[config.mk]
export PLATFORM = sky130hd
export DESIGN_NAME = skeleton_host_sequencer_flat
export DESIGN_NICKNAME = d
export VERILOG_FILES = /design/src/rtl/skeleton_host_sequencer_if.sv /design/src/rtl/skeleton_host_sequencer.sv /design/src/flat_wrapper.sv
export SDC_FILE = /design/constraint.sdc
export NUM_CORES = 1
export LEC_CHECK = 0
export CAP_MARGIN = 20
export CORE_UTILIZATION = 25
export CTS_BUF_LIST = sky130_fd_sc_hd__clkbuf_16
export DETAILED_ROUTE_END_ITERATION = 10
export HOLD_SLACK_MARGIN = 0.05
export PLACE_DENSITY = 0.56
export SYNTH_ARGS = -nofsm -noshare
export SYNTH_HDL_FRONTEND = slang
export SYNTH_SLANG_ARGS = --single-unit
[constraint.sdc]
create_clock -name CLK_SYS -period 3.4 [get_ports CLK_SYS]
set_input_delay 0.68 -clock CLK_SYS [delete_from_list [all_inputs] [get_ports CLK_SYS]]
set_output_delay 0.68 -clock CLK_SYS [all_outputs]
set_load 0.02 [all_outputs]
[src/rtl/skeleton_host_sequencer_if.sv]
// Host-side byte streams and skeleton bus for the host sequencer.
// master: the sequencer; slave: the UART stages and skeleton it connects to.
interface skeleton_host_sequencer_if #(
  parameter int unsigned BITWIDTH_SYS  = 16,
  parameter int unsigned BITWIDTH_ADR  = 6,
  parameter int unsigned BITWIDTH_HEAD = 26
);
  logic [7:0]               RX_DATA;
  logic                     RX_VLD;
  logic                     RX_RDY;
  logic [7:0]               TX_DATA;
  logic                     TX_VLD;
  logic                     TX_RDY;
  logic                     SKEL_EN;
  logic                     SKEL_RNW;
  logic [BITWIDTH_ADR-1:0]  SKEL_ADR;
  logic [BITWIDTH_SYS-1:0]  SKEL_DIN;
  logic                     SKEL_TRGG;
  logic [BITWIDTH_SYS-1:0]  SKEL_DOUT;
  logic [BITWIDTH_HEAD-1:0] SKEL_HEAD;
  logic                     SKEL_RDY;

  modport master (
    input  RX_DATA, RX_VLD, TX_RDY, SKEL_DOUT, SKEL_HEAD, SKEL_RDY,
    output RX_RDY, TX_DATA, TX_VLD, SKEL_EN, SKEL_RNW, SKEL_ADR, SKEL_DIN, SKEL_TRGG
  );

  modport slave (
    output RX_DATA, RX_VLD, TX_RDY, SKEL_DOUT, SKEL_HEAD, SKEL_RDY,
    input  RX_RDY, TX_DATA, TX_VLD, SKEL_EN, SKEL_RNW, SKEL_ADR, SKEL_DIN, SKEL_TRGG
  );
endinterface

[src/rtl/skeleton_host_sequencer.sv]
// Byte-stream command sequencer: turns host command bytes into skeleton bus
// cycles (write, start, read, header) and streams results/status back.
module skeleton_host_sequencer #(
  parameter int unsigned BITWIDTH_SYS  = 16,
  parameter int unsigned BITWIDTH_ADR  = 6,
  parameter int unsigned BITWIDTH_HEAD = 26,
  parameter int unsigned TIMEOUT_CYC   = 1024
) (
  input  logic                        CLK_SYS,
  input  logic                        RST,
  skeleton_host_sequencer_if.master   bus
);

  localparam int unsigned TCNT_W = $clog2(TIMEOUT_CYC + 1);

  typedef enum logic [3:0] {
    IDLE, WR_MSB, WR_LSB, WR_EXEC, START, WAIT_LO, WAIT_HI,
    RD_SET, RD_CAP, HEAD_LD, TX_SEND
  } state_t;

  state_t                  state_q, state_d;
  logic                    en_q;
  logic [BITWIDTH_ADR-1:0] addr_q;
  logic [15:0]             din_q;
  logic [31:0]             sh_q;
  logic [2:0]              bcnt_q;
  logic [TCNT_W-1:0]       tcnt_q;

  logic       rx_rdy, rnw, trgg, tx_vld;
  logic       ld_status, ld_rd, ld_head, tx_shift;
  logic [7:0] status_byte;
  logic       rx_hs, timeout, in_wait_q, in_wait_d;

  assign rx_hs     = rx_rdy && bus.RX_VLD;
  assign timeout   = (tcnt_q == TCNT_W'(TIMEOUT_CYC));
  assign in_wait_q = (state_q == WAIT_LO) || (state_q == WAIT_HI);
  assign in_wait_d = (state_d == WAIT_LO) || (state_d == WAIT_HI);

  always_ff @(posedge CLK_SYS or posedge RST) begin
    if (RST) state_q <= IDLE;
    else     state_q <= state_d;
  end

  always_comb begin
    state_d     = state_q;
    rx_rdy      = 1'b0;
    rnw         = 1'b1;
    trgg        = 1'b0;
    tx_vld      = 1'b0;
    ld_status   = 1'b0;
    status_byte = '0;
    ld_rd       = 1'b0;
    ld_head     = 1'b0;
    tx_shift    = 1'b0;
    case (state_q)
      IDLE: begin
        // en_q keeps RX_RDY low in the first cycle after reset release
        rx_rdy = en_q;
        if (en_q && bus.RX_VLD) begin
          case (bus.RX_DATA[7:6])
            2'b00:   state_d = WR_MSB;
            2'b01:   state_d = START;
            2'b10:   state_d = RD_SET;
            default: state_d = HEAD_LD;
          endcase
        end
      end
      WR_MSB: begin
        rx_rdy = 1'b1;
        if (bus.RX_VLD) state_d = WR_LSB;
      end
      WR_LSB: begin
        rx_rdy = 1'b1;
        if (bus.RX_VLD) state_d = WR_EXEC;
      end
      WR_EXEC: begin
        rnw     = 1'b0;
        state_d = IDLE;
      end
      START: begin
        if (bus.SKEL_RDY) begin
          trgg    = 1'b1;
          state_d = WAIT_LO;
        end
      end
      WAIT_LO: begin
        if (timeout) begin
          ld_status   = 1'b1;
          status_byte = 8'hEE;
          state_d     = TX_SEND;
        end else if (!bus.SKEL_RDY) begin
          state_d = WAIT_HI;
        end
      end
      WAIT_HI: begin
        if (bus.SKEL_RDY) begin
          ld_status   = 1'b1;
          status_byte = 8'h01;
          state_d     = TX_SEND;
        end else if (timeout) begin
          ld_status   = 1'b1;
          status_byte = 8'hEE;
          state_d     = TX_SEND;
        end
      end
      RD_SET:  state_d = RD_CAP;
      RD_CAP: begin
        ld_rd   = 1'b1;
        state_d = TX_SEND;
      end
      HEAD_LD: begin
        ld_head = 1'b1;
        state_d = TX_SEND;
      end
      TX_SEND: begin
        tx_vld = 1'b1;
        if (bus.TX_RDY) begin
          tx_shift = 1'b1;
          if (bcnt_q <= 3'd1) state_d = IDLE;
        end
      end
      default: state_d = IDLE;
    endcase
  end

  always_ff @(posedge CLK_SYS or posedge RST) begin
    if (RST) begin
      en_q   <= 1'b0;
      addr_q <= '0;
      din_q  <= '0;
      sh_q   <= '0;
      bcnt_q <= '0;
      tcnt_q <= '0;
    end else begin
      en_q <= 1'b1;
      if (state_q == IDLE && rx_hs) addr_q <= bus.RX_DATA[BITWIDTH_ADR-1:0];
      if (state_q == WR_MSB && rx_hs) din_q[15:8] <= bus.RX_DATA;
      if (state_q == WR_LSB && rx_hs) din_q[7:0]  <= bus.RX_DATA;

      // Counts cycles since the trigger; cleared whenever the wait states are left
      if (trgg)
        tcnt_q <= TCNT_W'(1);
      else if (in_wait_q && in_wait_d) begin
        if (!timeout) tcnt_q <= tcnt_q + TCNT_W'(1);
      end else
        tcnt_q <= '0;

      if (ld_status) begin
        sh_q   <= {status_byte, 24'h0};
        bcnt_q <= 3'd1;
      end else if (ld_rd) begin
        sh_q   <= 32'(bus.SKEL_DOUT) << 16;
        bcnt_q <= 3'd2;
      end else if (ld_head) begin
        sh_q   <= 32'(bus.SKEL_HEAD);
        bcnt_q <= 3'd4;
      end else if (tx_shift) begin
        sh_q <= sh_q << 8;
        if (bcnt_q != 3'd0) bcnt_q <= bcnt_q - 3'd1;
      end
    end
  end

  assign bus.RX_RDY    = rx_rdy;
  assign bus.TX_DATA   = sh_q[31:24];
  assign bus.TX_VLD    = tx_vld;
  assign bus.SKEL_EN   = en_q;
  assign bus.SKEL_RNW  = rnw;
  assign bus.SKEL_ADR  = addr_q;
  assign bus.SKEL_DIN  = BITWIDTH_SYS'(din_q);
  assign bus.SKEL_TRGG = trgg;

endmodule

[src/flat_wrapper.sv]
// flat-port wrapper written by rule: the top's interface ports become plain ports
module skeleton_host_sequencer_flat 
#(
  parameter int unsigned BITWIDTH_SYS  = 16,
  parameter int unsigned BITWIDTH_ADR  = 6,
  parameter int unsigned BITWIDTH_HEAD = 26,
  parameter int unsigned TIMEOUT_CYC   = 1024
)
  (CLK_SYS, RST, bus_RX_DATA, bus_RX_VLD, bus_TX_RDY, bus_SKEL_DOUT, bus_SKEL_HEAD, bus_SKEL_RDY, bus_RX_RDY, bus_TX_DATA, bus_TX_VLD, bus_SKEL_EN, bus_SKEL_RNW, bus_SKEL_ADR, bus_SKEL_DIN, bus_SKEL_TRGG);
  skeleton_host_sequencer_if #(.BITWIDTH_SYS(BITWIDTH_SYS), .BITWIDTH_ADR(BITWIDTH_ADR), .BITWIDTH_HEAD(BITWIDTH_HEAD)) bus_i ();
  input  logic CLK_SYS;
  input  logic RST;
  input wire logic [$bits(bus_i.RX_DATA)-1:0] bus_RX_DATA;
  input wire logic [$bits(bus_i.RX_VLD)-1:0] bus_RX_VLD;
  input wire logic [$bits(bus_i.TX_RDY)-1:0] bus_TX_RDY;
  input wire logic [$bits(bus_i.SKEL_DOUT)-1:0] bus_SKEL_DOUT;
  input wire logic [$bits(bus_i.SKEL_HEAD)-1:0] bus_SKEL_HEAD;
  input wire logic [$bits(bus_i.SKEL_RDY)-1:0] bus_SKEL_RDY;
  output wire logic [$bits(bus_i.RX_RDY)-1:0] bus_RX_RDY;
  output wire logic [$bits(bus_i.TX_DATA)-1:0] bus_TX_DATA;
  output wire logic [$bits(bus_i.TX_VLD)-1:0] bus_TX_VLD;
  output wire logic [$bits(bus_i.SKEL_EN)-1:0] bus_SKEL_EN;
  output wire logic [$bits(bus_i.SKEL_RNW)-1:0] bus_SKEL_RNW;
  output wire logic [$bits(bus_i.SKEL_ADR)-1:0] bus_SKEL_ADR;
  output wire logic [$bits(bus_i.SKEL_DIN)-1:0] bus_SKEL_DIN;
  output wire logic [$bits(bus_i.SKEL_TRGG)-1:0] bus_SKEL_TRGG;
  assign bus_i.RX_DATA = bus_RX_DATA;
  assign bus_i.RX_VLD = bus_RX_VLD;
  assign bus_i.TX_RDY = bus_TX_RDY;
  assign bus_i.SKEL_DOUT = bus_SKEL_DOUT;
  assign bus_i.SKEL_HEAD = bus_SKEL_HEAD;
  assign bus_i.SKEL_RDY = bus_SKEL_RDY;
  assign bus_RX_RDY = bus_i.RX_RDY;
  assign bus_TX_DATA = bus_i.TX_DATA;
  assign bus_TX_VLD = bus_i.TX_VLD;
  assign bus_SKEL_EN = bus_i.SKEL_EN;
  assign bus_SKEL_RNW = bus_i.SKEL_RNW;
  assign bus_SKEL_ADR = bus_i.SKEL_ADR;
  assign bus_SKEL_DIN = bus_i.SKEL_DIN;
  assign bus_SKEL_TRGG = bus_i.SKEL_TRGG;
  skeleton_host_sequencer #(.BITWIDTH_SYS(BITWIDTH_SYS), .BITWIDTH_ADR(BITWIDTH_ADR), .BITWIDTH_HEAD(BITWIDTH_HEAD), .TIMEOUT_CYC(TIMEOUT_CYC)) u_core (.CLK_SYS(CLK_SYS), .RST(RST), .bus(bus_i));
endmodule
==> results.md <==
* Status: finished with violations
* Failing checks: design-rule violations
* Synth Register Bits at 73
* Vias in the first global route at 3162
* DRT iter0 DRCs at about 120
* Reg2Reg Setup Slack at 940 ps
* # DRC at 3
* 1st-pass router iterations at 7
* CP max FO at 4
* Hold Fails Final Rpt at 0
* P per Cell Area at between 800 and 900 mW/mm²
* Worst skew pair latency at 340 ps
* Syn. warnings at 0
* Reg clk slew, reported paths at around 60 ps
* Starting Density at 0.260
* Largest net degree at the start of global routing at 32
* Compound-Gate Fraction of Synth Area at 0.139
* Post-synth net total at 438
* Number of synthesized flops with an enable pin at 0
* Setup TNS after final layout at 0 ps
* CTS resizes at 0
* Root Buffer: clkbuf_16
* Max-cap viol count at 0
* DIE HEIGHT at ~130 µm
* # IOs at 90
* TritonCTS clock tree: yes
* Via-per-instance ratio at 4.73
* Leak at 2.12 nW
* Critical path class: in -> out
* VDD IR-drop max at around 0.00036 V
* Top post-synthesis cells by area: dfrtp_1 48%, mux2i_1 6.0%, nand2_1 4.7%
* Synth-to-Final Area Change at 35.9%
* Diode count at 0
* Initial antenna violation count at 0
* Mux contribution to synthesized area at 0.104
* Xor/xnor share of the synthesized area at 0.0229
* Post-Synth Simple-Gate Area at 0.174
* Combinational family with the most area after synthesis: simple AND/OR/NAND/NOR gates
* CP Data Arrival Time at 2250 ps
* GRT overflow at 0
* CP Launch Type: input port
* Clock Skew at between 7 and 8 ps
* Final HPWL DP at just over 7000 µm
* CTS Hold Bufs at 0
* First-pass GRT wire length at 16100 µm
* Vias at 3043
* WL per Instance at between 10 and 15 µm
* Syn Inst Count at around 380
* Tmin final at 2930 ps
* Slew Limit Fails at 0
* Synth Cell Area at 0.00382 mm²
* Final Wtd Congestion at around 0.78
* Slew @ Worst Pin at 739 ps
* Clk sinks at 73
* WP data required at approximately 2700 ps
* Clock buffer depth at 2
* Top_reg_cell synth: dfrtp_1
* Slew HR at 0.507
* FF-to-FF path depth at 6
* # setup viols final at 0
* Port bufs at just under 90
* Rows at between 40 and 50
* Depth of the CTS H-tree at 3
* Min-Delay Path Class: reg -> reg
* Post-Synth Adder-Cell Area at 0.0262
* WL final at about 9600 µm
* Async SR Flop Fraction at 1.00
* Worst Setup End Kind: output port
* Netlist cell types at 48
* Core area at 0.0147 mm²
* Power after layout at 4.18 mW
* WHS at 481 ps
* DRT antenna net count at 0
* GRT Overall Usage at 0.130
* Fillcell total at about 1500
* Fmax at about 0.34 GHz
* Die area at about 0.016 mm²
* Storage cell area at around 0.0018 mm²
* RSZ-0062 raised after global routing: false
* Fraction of layout cells with a size suffix above 1 at 0.109
* Cts bufs inserted at 9
* Worst Hold Depth at 2
* Die width at approximately 130 µm
* Final-stage net count at 518
* Yosys top cell by area: dfrtp_1
* Sequential-to-total area share from yosys stat at 0.478
* Period utilization at 0.863
* # Post-CTS Setup Buffers at 0
* Synth top area share at 0.478
* Area of the multi-input gates at around 0.0018 mm²
* Syn avg cell area at approximately 10 µm²
[worst max-delay path, stage by stage]
cell and delay [ps]:
clkdlybuf4s50_1 520, nand3b_1 140, nor3_1 260, clkdlybuf4s50_1 660
[cell usage after synthesis (2+ instances only)]
| library cell | n |
|---|---|
| a211oi_1 | 8 |
| a21oi_1 | 15 |
| a22o_1 | 8 |
| a2bb2oi_1 | 9 |
| and3_1 | 2 |
| buf_2 | 7 |
| buf_4 | 10 |
| clkbuf_1 | 14 |
| dfrtp_1 | 73 |
| ha_1 | 8 |
| inv_1 | 12 |
| mux2_2 | 15 |
| mux2i_1 | 23 |
| nand2_1 | 48 |
| nand2b_1 | 2 |
| nand3_1 | 6 |
| nand3b_1 | 3 |
| nor2_1 | 25 |
| nor2b_1 | 13 |
| nor3_1 | 7 |
| nor3b_1 | 5 |
| nor4_1 | 3 |
| o211ai_1 | 11 |
| o21ai_0 | 9 |
| o22a_1 | 6 |
| or3_1 | 2 |
| or3b_2 | 2 |
| xnor2_1 | 8 |
| xor2_1 | 2 |
[cell usage in the layout, fill, tap and decap left out, types with 2 or more instances in the layout]
cell type and n:
buf_4 11, nor2_1 25, inv_1 11, o22a_1 6, bufinv_16 2, nand2_1 48
nor3_1 7, nor4_1 3, xor2_1 2, a21oi_1 15, xnor2_1 8, or3_1 2
a2bb2oi_1 9, nor3b_1 4, nor2b_1 13, mux2i_1 23, mux2_2 15, and3_1 2
o21ai_0 8, dfrtp_1 73, a211oi_1 8, clkdlybuf4s50_1 89, a22o_1 8, nand3_1 6
or3b_2 2, clkinv_2 5, o211ai_1 11, ha_1 8, nand3b_1 3, nand2b_1 2
clkbuf_16 9
[logic make-up after synthesis]
logic type	after synthesis
buf+inv	43
other cells	1
flops	73
xor+xnor	10
compound gates	74
simple gates	128
mux	38
fa+ha+maj	8
[worst paths after layout]
kind	end	from
worst max-delay path	bus_SKEL_TRGG	bus_SKEL_RDY
worst min-delay path	u_core.bus.SKEL_ADR[5]	u_core.bus.SKEL_ADR[5]
worst max register to register	u_core.sh_q[28]	u_core.state_q[2]
worst min register to register	u_core.bus.SKEL_ADR[5]	u_core.bus.SKEL_ADR[5]
max in group asynchronous	u_core.tcnt_q[2]	RST
min in group asynchronous	u_core.sh_q[1]	RST
[sequential cells by signal, summed over array words and instances, names as in the netlist]
name	cells
u_core.sh_q	32
u_core.bus.SKEL_DIN	16
u_core.tcnt_q	11
u_core.bus.SKEL_ADR	6
u_core.state_q	4
u_core.bcnt_q	3
u_core.bus.SKEL_EN	1
[report_power, final]
part	switching, mW	leakage [nW]	internal (mW)
Clock	0.361	0.159	0.635
Sequential	0.231	0.948	1.19
Combinational	0.887	1.01	0.877
Total	1.48	2.12	2.70
[stage by stage]
step / util / instances / instance area [µm²] / setup slack [ps]
3_3_place_gp: 0.332 / 628 / 4880 / 482
5_1_grt: 0.353 / 644 / 5190 / 305
2_1_floorplan: - / 375 / 3820 / 409
6_report: 0.353 / 644 / 5190 / 467
4_1_cts: 0.353 / 644 / 5190 / 455
3_5_place_dp: 0.332 / 628 / 4880 / 463
[layout make-up]
cell class                 instances  area share
sequential                        73       0.352
inverter                          12     0.00868
multi-input combinational        259       0.348
tap                              184      0.0443
clock inverter                     7      0.0164
timing repair buffer             100       0.188
clock buffer                       9      0.0434
[per-layer routing]
| metal | vias up | part of all wire | track usage |
|---|---|---|---|
| li1 | 1483 | - | - |
| met1 | 1495 | 0.46 | 0.162 |
| met2 | 53 | 0.49 | 0.220 |
| met3 | 12 | 0.024 | 0.0183 |
| met4 | 0 | 0.019 | 0.0624 |
| met5 | - | 0 | 0 |
Note: power is estimated with default switching activity, not from simulation.
